--- src/rtl/state_loader_if.sv ---
// Record stream from the host/bench source into the state loader.
// The master drives records; the slave (the loader) returns in_ready.
interface state_loader_if;
  logic        in_valid;
  logic        in_ready;
  logic [1:0]  in_kind;
  logic [31:0] in_addr;
  logic [31:0] in_data;

  modport master (output in_valid, in_kind, in_addr, in_data, input in_ready);
  modport slave  (input in_valid, in_kind, in_addr, in_data, output in_ready);
endinterface

--- src/rtl/state_loader.sv ---
// Loads register-file and data-memory initialisation records into the
// pipelined machine, holding it in reset until an END record is accepted.
//
// state | meaning
// IDLE  | waiting for start, machine held in reset
// LOAD  | accepting records every cycle, issuing writes
// DONE  | load complete, machine released until reset
module state_loader #(
  parameter logic [31:0] MEM_BASE  = 32'h1000_0000,
  parameter int unsigned MEM_WORDS = 32768,
  parameter int          CNT_W     = 16
) (
  input  logic             clk,
  input  logic             reset,
  input  logic             start,
  state_loader_if.slave    rec,
  output logic             rf_we,
  output logic [4:0]       rf_waddr,
  output logic [31:0]      rf_wdata,
  output logic             mem_we,
  output logic [14:0]      mem_widx,
  output logic [31:0]      mem_wdata,
  output logic             cpu_reset,
  output logic             done,
  output logic             error,
  output logic [CNT_W-1:0] wr_count
);

  typedef enum logic [1:0] {IDLE, LOAD, DONE} state_t;

  localparam logic [1:0]  K_REG   = 2'd0;
  localparam logic [1:0]  K_MEM   = 2'd1;
  localparam logic [1:0]  K_END   = 2'd2;
  localparam logic [31:0] MEM_LIM = 32'(MEM_WORDS);

  state_t           state;
  logic             ready_q;
  logic [32:0]      mem_off;
  logic             mem_ok;
  logic [CNT_W-1:0] cnt_inc;

  assign rec.in_ready = ready_q;

  // 33-bit subtraction so a borrow (address below the base) is visible in bit 32.
  assign mem_off = {1'b0, rec.in_addr} - {1'b0, MEM_BASE};
  assign mem_ok  = !mem_off[32] && (rec.in_addr[1:0] == 2'b00) &&
                   ({2'b00, mem_off[31:2]} < MEM_LIM);
  assign cnt_inc = (&wr_count) ? wr_count : wr_count + CNT_W'(1);

  always_ff @(posedge clk) begin
    if (reset) begin
      state     <= IDLE;
      ready_q   <= 1'b0;
      rf_we     <= 1'b0;
      rf_waddr  <= '0;
      rf_wdata  <= '0;
      mem_we    <= 1'b0;
      mem_widx  <= '0;
      mem_wdata <= '0;
      cpu_reset <= 1'b1;
      done      <= 1'b0;
      error     <= 1'b0;
      wr_count  <= '0;
    end else begin
      rf_we  <= 1'b0;
      mem_we <= 1'b0;
      case (state)
        IDLE: begin
          if (start) begin
            state   <= LOAD;
            ready_q <= 1'b1;
          end
        end
        LOAD: begin
          if (rec.in_valid) begin
            case (rec.in_kind)
              K_REG: begin
                if (rec.in_addr[31:5] != '0) begin
                  error <= 1'b1;
                end else if (rec.in_addr[4:0] != 5'd0) begin
                  rf_we    <= 1'b1;
                  rf_waddr <= rec.in_addr[4:0];
                  rf_wdata <= rec.in_data;
                  wr_count <= cnt_inc;
                end
              end
              K_MEM: begin
                if (mem_ok) begin
                  mem_we    <= 1'b1;
                  mem_widx  <= mem_off[16:2];
                  mem_wdata <= rec.in_data;
                  wr_count  <= cnt_inc;
                end else begin
                  error <= 1'b1;
                end
              end
              K_END: begin
                state     <= DONE;
                ready_q   <= 1'b0;
                done      <= 1'b1;
                cpu_reset <= 1'b0;
              end
              default: error <= 1'b1;
            endcase
          end
        end
        DONE: ;
        default: state <= IDLE;
      endcase
    end
  end

endmodule

--- src/flat_wrapper.sv ---
// flat-port wrapper written by rule: the top's interface ports become plain ports
module state_loader_flat 
#(
  parameter logic [31:0] MEM_BASE  = 32'h1000_0000,
  parameter int unsigned MEM_WORDS = 32768,
  parameter int          CNT_W     = 16
)
  (clk, reset, start, rf_we, rf_waddr, rf_wdata, mem_we, mem_widx, mem_wdata, cpu_reset, done, error, wr_count, rec_in_valid, rec_in_kind, rec_in_addr, rec_in_data, rec_in_ready);
  state_loader_if rec_i ();
  input  logic clk;
  input  logic reset;
  input  logic start;
  output logic rf_we;
  output logic [4:0] rf_waddr;
  output logic [31:0] rf_wdata;
  output logic mem_we;
  output logic [14:0] mem_widx;
  output logic [31:0] mem_wdata;
  output logic cpu_reset;
  output logic done;
  output logic error;
  output logic [CNT_W-1:0] wr_count;
  input wire logic [$bits(rec_i.in_valid)-1:0] rec_in_valid;
  input wire logic [$bits(rec_i.in_kind)-1:0] rec_in_kind;
  input wire logic [$bits(rec_i.in_addr)-1:0] rec_in_addr;
  input wire logic [$bits(rec_i.in_data)-1:0] rec_in_data;
  output wire logic [$bits(rec_i.in_ready)-1:0] rec_in_ready;
  assign rec_i.in_valid = rec_in_valid;
  assign rec_i.in_kind = rec_in_kind;
  assign rec_i.in_addr = rec_in_addr;
  assign rec_i.in_data = rec_in_data;
  assign rec_in_ready = rec_i.in_ready;
  state_loader #(.MEM_BASE(MEM_BASE), .MEM_WORDS(MEM_WORDS), .CNT_W(CNT_W)) u_core (.clk(clk), .reset(reset), .start(start), .rec(rec_i), .rf_we(rf_we), .rf_waddr(rf_waddr), .rf_wdata(rf_wdata), .mem_we(mem_we), .mem_widx(mem_widx), .mem_wdata(mem_wdata), .cpu_reset(cpu_reset), .done(done), .error(error), .wr_count(wr_count));
endmodule
--- config.mk ---
export PLATFORM = sky130hd
export DESIGN_NAME = state_loader_flat
export DESIGN_NICKNAME = d
export VERILOG_FILES = /design/src/rtl/state_loader_if.sv /design/src/rtl/state_loader.sv /design/src/flat_wrapper.sv
export SDC_FILE = /design/constraint.sdc
export NUM_CORES = 1
export LEC_CHECK = 0
export ABC_CLOCK_PERIOD_IN_PS = 2150
export BUFFER_PORTS_ARGS = -buffer_cell sky130_fd_sc_hd__buf_4
export CAP_MARGIN = 10
export CELL_PAD_IN_SITES_DETAIL_PLACEMENT = 1
export CELL_PAD_IN_SITES_GLOBAL_PLACEMENT = 2
export CORE_MARGIN = 10
export CORE_UTILIZATION = 25
export CTS_BUF_LIST = sky130_fd_sc_hd__clkbuf_4 sky130_fd_sc_hd__clkbuf_8 sky130_fd_sc_hd__clkbuf_16
export DETAILED_ROUTE_END_ITERATION = 10
export PLACE_DENSITY = 0.8
export SKIP_CTS_REPAIR_TIMING = 1
export SLEW_MARGIN = 20
export SYNTH_ARGS = -nofsm -noshare
export SYNTH_HDL_FRONTEND = slang
export SYNTH_SLANG_ARGS = --single-unit
--- constraint.sdc ---
create_clock -name clk -period 2.15 [get_ports clk]
set_input_delay 0.215 -clock clk [delete_from_list [all_inputs] [get_ports clk]]
set_output_delay 0.215 -clock clk [all_outputs]
set_load 0.05 [all_outputs]
After elaboration in Yosys (flattened, before gate mapping)
Cells that the tools add are included.
{"block": "totals", "in_bits": 70, "regBits": 108, "word_cells": 72, "out_inout_bits": 106}
{"block": "op_classes", "n_bitwise": 7, "n_reduce_logical": 20, "n_addsub": 2, "order_cmp": 1, "n_mux": 18, "n_eq_ne": 12}
{"operator": "$mux 16", "count": 4}
{"operator": "$sub 32x29->33 const B", "count": 1}
{"operator": "$pmux 16 s2", "count": 1}
{"operator": "$lt 30x16->1 const B", "count": 1}
{"operator": "$reduce_bool 27->1", "count": 1}
{"operator": "$add 16x1->16 const B", "count": 1}
{"operator": "$reduce_and 16->1", "count": 1}
{"operator": "$reduce_and 4->1", "count": 3}
{"operator": "$ne 2x2->1 const B", "count": 5}
{"operator": "$reduce_and 5->1", "count": 2}
{"operator": "$mux 1", "count": 7}
{"operator": "$not 1->1", "count": 7}
{"operator": "$logic_not 2->1", "count": 3}
{"operator": "$mux 2", "count": 3}
{"operator": "$ne 2x1->1 const B", "count": 3}
{"operator": "$pmux 2 s3", "count": 1}
{"operator": "$reduce_and 6->1", "count": 1}
{"operator": "$reduce_bool 5->1", "count": 1}
{"operator": "$reduce_or 5->1", "count": 1}
{"operator": "$eq 2x1->1 const B", "count": 2}
{"operator": "$eq 2x2->1 const B", "count": 2}
{"operator": "$reduce_bool 2->1", "count": 2}
{"operator": "$reduce_or 4->1", "count": 1}
{"operator": "$pmux 1 s3", "count": 1}
{"operator": "other kinds (4)", "count": 5}

Logic depth before layout (Yosys ltp)
{"block": "logic_depth", "depth_word": 6, "depth_mapped": 8, "mapped_depth_nobuf": 6}

Worst setup path before layout
No wires, ideal clock.
{"block": "synth_path", "path_type": "register to register", "startpoint": "register u_core.wr_count[2]", "endpoint": "register u_core.wr_count[1]", "required_time_ns": 2.022, "stages_incl_launch_ff": 7, "setup_ns": 0.128, "synth_period_minus_slack_ns": 1.967, "arrival_time_ns": 1.839, "path_buffers": 0, "setup_slack_ns": 0.183, "cell_sequence": "dfxtp_1 > and4_1 > and3_1 > nand3_1 > o21ai_0 > mux2i_1 > nor2_1"}
{"block": "synth_via", "elab_chain_len": 5, "elab_cells_between_ends": 6, "cone_classes": "mux (5); reduce/logical (1)"}
{"element": "start: declaration", "line": "state_loader.sv:26", "text": "output logic [CNT_W-1:0] wr_count"}
{"element": "start signal: assignment", "line": "state_loader.sv:84", "text": "wr_count <= cnt_inc;"}
{"element": "start signal: assignment", "line": "state_loader.sv:92", "text": "wr_count <= cnt_inc;"}
{"element": "$reduce_and 16->1 (*)", "line": "state_loader.sv:48", "text": "assign cnt_inc = (&wr_count) ? wr_count : wr_count + CNT_W'(1);"}
{"element": "$mux 16 (*)", "line": "state_loader.sv:48"}
{"element": "$mux 16", "line": "state_loader.sv:80", "text": "end else if (rec.in_addr[4:0] != 5'd0) begin"}
{"element": "$mux 16", "line": "state_loader.sv:78", "text": "if (rec.in_addr[31:5] != '0) begin"}
{"element": "$pmux 16 s2 (*)", "line": "state_loader.sv:76", "text": "case (rec.in_kind)"}
Mark *: on every way between the ends. The rest lies on a longest branch, timed or not. The select of a mux whose other input is x is not followed.
A chain may end at the register's enable or synchronous reset.

Worst setup path after layout
{"block": "layout_path", "startpoint": "register u_core.state[1]", "endpoint": "register u_core.wr_count[15]"}
{"block": "layout_via", "elab_chain_len": 2}
{"element": "start: declaration", "line": "state_loader.sv:36", "text": "state_t state;"}
{"element": "start signal: assignment", "line": "state_loader.sv:52", "text": "state <= IDLE;"}
{"element": "start signal: assignment", "line": "state_loader.sv:70", "text": "state <= LOAD;"}
{"element": "start signal: assignment", "line": "state_loader.sv:98", "text": "state <= DONE;"}
{"element": "$eq 2x1->1", "line": "state_loader.sv:67", "text": "case (state)"}
{"element": "$reduce_and 6->1 (no line)"}
No other way between the ends.

==> run summary <==
Mapped Area -> 4120 sq um
Worst setup endpoint -> u_core.wr_count[15]
R2R cell count -> 7
core box area -> 16000 sq um
Routed WL -> 15700 um
Clock Path Buffers -> 2
io pins -> 176
Die Wd -> 148 um
worst slew pin tran -> 0.482 ns
hpwl dp -> 12100 um
P_leak -> 2.46 nW
sequential fraction of the synthesis area -> 52.5%
crit path kind -> flop to flop
Avg Inst Size Synth -> 8.13 sq um
R2R setup slack -> 0.23 ns
Num CTS Buffers -> 9
CTS tree -> yes
# rows -> 46
YS warnings -> 0
PD cells -> 635 nW/um^2
min-delay src -> rec_in_data[3]
initial DRC count -> 86
count of different cell masters after synthesis -> 39
Die Area -> 22000 sq um
hold crit path type -> input port to flop
RSZ-0062 raised after global routing -> false
Crit. End Element -> flop
run status -> finished, final reports clean
CP max stage delay -> 0.40 ns
I/O Buffers -> 175
All-Layer GR Usage -> 14.2%
layout cells sized above 1 -> 32.7%
reg2reg end -> u_core.wr_count[15]
Critical Path RT -> 2.38 ns
crit path from -> u_core.state[1]
clk_lat worst skew -> 0.35 ns
vias in the first global route -> 4527
# DRC -> 0
Tcrit/Tclk final -> 89.1%
gpl congestion -> 0.848
asr flop ratio synth -> 0%
Yosys top cell by area -> dfxtp_1
Slew HR -> 67.9%
final net count -> 752
die span in y -> 148 um
Vias/cell -> 4.56
clock sinks -> 108
via count -> 4112
Post-synth top flop -> dfxtp_1
first-pass GRT wire length -> 24700 um
CP Launch Type -> flop
Area growth syn-to-layout -> 47.2%
diodes inserted -> 0
Clock transition at path regs -> 0.08 ns
Final Hold Fails -> 0
Final Util -> 37.9%
critical path cell sequence -> nand4bb_1, a211oi_1, and3_2, buf_4, o211ai_1, xor2_1, nor2_1
top post-synthesis cells by area -> dfxtp_1 (52%), nand2_1 (16%), a21oi_1 (10%)
min cycle time layout -> 1.92 ns
TritonRoute pass-1 iters -> 4
antenna violations before repair -> 0
Initial Util -> 25.8%
pin count of the biggest net entering global routing -> 46
PnR Total Power -> 3.85 mW
RR Startpoint -> u_core.state[1]
Inst Count DP -> 886
number of enable flip-flop cells after synthesis -> 0
H-tree levels -> 3
final worst slack -> 0.233 ns
Finished Layout Cells -> 901
Setup-failing EPs final -> 0
DR WL/cell -> 17.4 um
Peak Freq -> 0.522 GHz
Yosys reg bits -> 108
arrival time worst endpoint -> 2.14 ns
CP Max Fanout -> 8
Clock Skew -> 0.00841 ns
Fill cells -> 1950
Final TNS setup -> 0 ns
fin. max-slew vios -> 0
max cap viols -> 0
pre-CTS WS -> -0.00552 ns
Synth top area share -> 52.5%
Gate Count Post-Synth -> 507
crit path max-delay cell type -> a211oi_1
Routed Antenna Nets -> 0
gr ovfl total -> 0
Synth Net Count -> 578
CTS root buf -> clkbuf_16
VDD IR max -> 0.372 mV
-- synthesized netlist by cell type (3+ instances only) --
cell	n
dfxtp_1	108
xor2_1	11
and3_1	5
a21oi_1	86
nand2_1	172
a211oi_2	3
xnor2_1	4
and4_1	4
o211ai_1	6
nand3_1	5
buf_2	10
nor3_1	3
nand4_1	4
o21ai_0	3
o2111ai_1	3
nor2_1	29
nor4_1	5
clkbuf_1	21
-- worst max-delay path: cells and delay by family (launching register included) --
kind                   cells  cell delay [ns]
flip-flops                 1             0.35
AO/OA/AOI/OAI              2             0.50
AND/OR/NAND/NOR            3             0.62
XOR/XNOR                   1             0.15
buffers and inverters      1             0.18
-- layout by cell type, fill, tap and decap left out, types with 5 or more instances in the layout --
cell type and count:
a21oi_1 86, buf_4 192, clkbuf_16 9, dfxtp_1 108
nand2_1 172, nor2_1 29, nor4_1 5, o211ai_1 6
xor2_1 11
-- through the flow --
stage                     cell area (sq um)  hold WS [ns]
final                                  6070         0.111
after global routing                   6070         0.103
after CTS                              6070        0.0979
after detailed placement               5780         0.449
after global placement                 5780         0.438
after floorplan                        4120         0.351
-- cells by family after synthesis --
family | Yosys count | share of synthesized area, %
and+or+nand+nor | 241 | 25.6
DFF | 108 | 52.5
AOI/OAI and AO/OA | 107 | 14.6
buffers and inverters | 34 | 3.58
xor gates and xnor gates | 15 | 3.19
muxes | 1 | 0.243
adders and majority gates | 1 | 0.304
-- metal layers --
metal  track usage [%]  share of wire (%)  routed length, um  up-vias
met5                 0                  0                  0        -
met4              5.60                1.9                305        0
met3              5.49                7.9               1240       17
met2              25.0                 51               8010       96
met1              14.8                 39               6150     1968
li1                  -                  -                  -     2031
-- area by class of cell --
class                   count  area [sq um]  area share [%]
well taps                 216           270            4.46
clock inverters             4          31.3           0.516
flip-flops and latches    108          2160            35.6
repair buffers            196          1520            25.1
inverters                   1          3.75          0.0619
multi-input cells         365          1820            30.1
clock buffers              11           253            4.17
-- registers in the layout, indices dropped and copies added (netlist names) --
signal,count
u_core.state,2
u_core.rec.in_ready,1
u_core.rf_wdata,32
u_core.mem_we,1
u_core.error,1
u_core.wr_count,16
u_core.rf_we,1
u_core.mem_widx,15
u_core.rf_waddr,5
u_core.mem_wdata,32
u_core.done,1
u_core.cpu_reset,1
-- report_power, final --
part           internal (mW)  switching [mW]  leakage (nW)  total [mW]
combinational          0.106           0.101          1.44       0.207
sequential              2.00         0.00453         0.870        2.01
clock                  0.853           0.784         0.142        1.64
total                   2.96           0.889          2.46        3.85
-- how the worst min path moves through the flow --
stage | to | slack (ns) | depth (start not counted)
global route | u_core.rf_wdata[0] | 0.10 | 3
finish | u_core.rf_wdata[3] | 0.11 | 3
CTS | u_core.rf_wdata[3] | 0.1 | 3
global placement | u_core.mem_widx[11] | 0.44 | 2
floorplan | u_core.rf_waddr[0] | 0.35 | 2
detailed placement | u_core.mem_wdata[11] | 0.45 | 2
No activity file was read; power rests on OpenSTA's default activity.
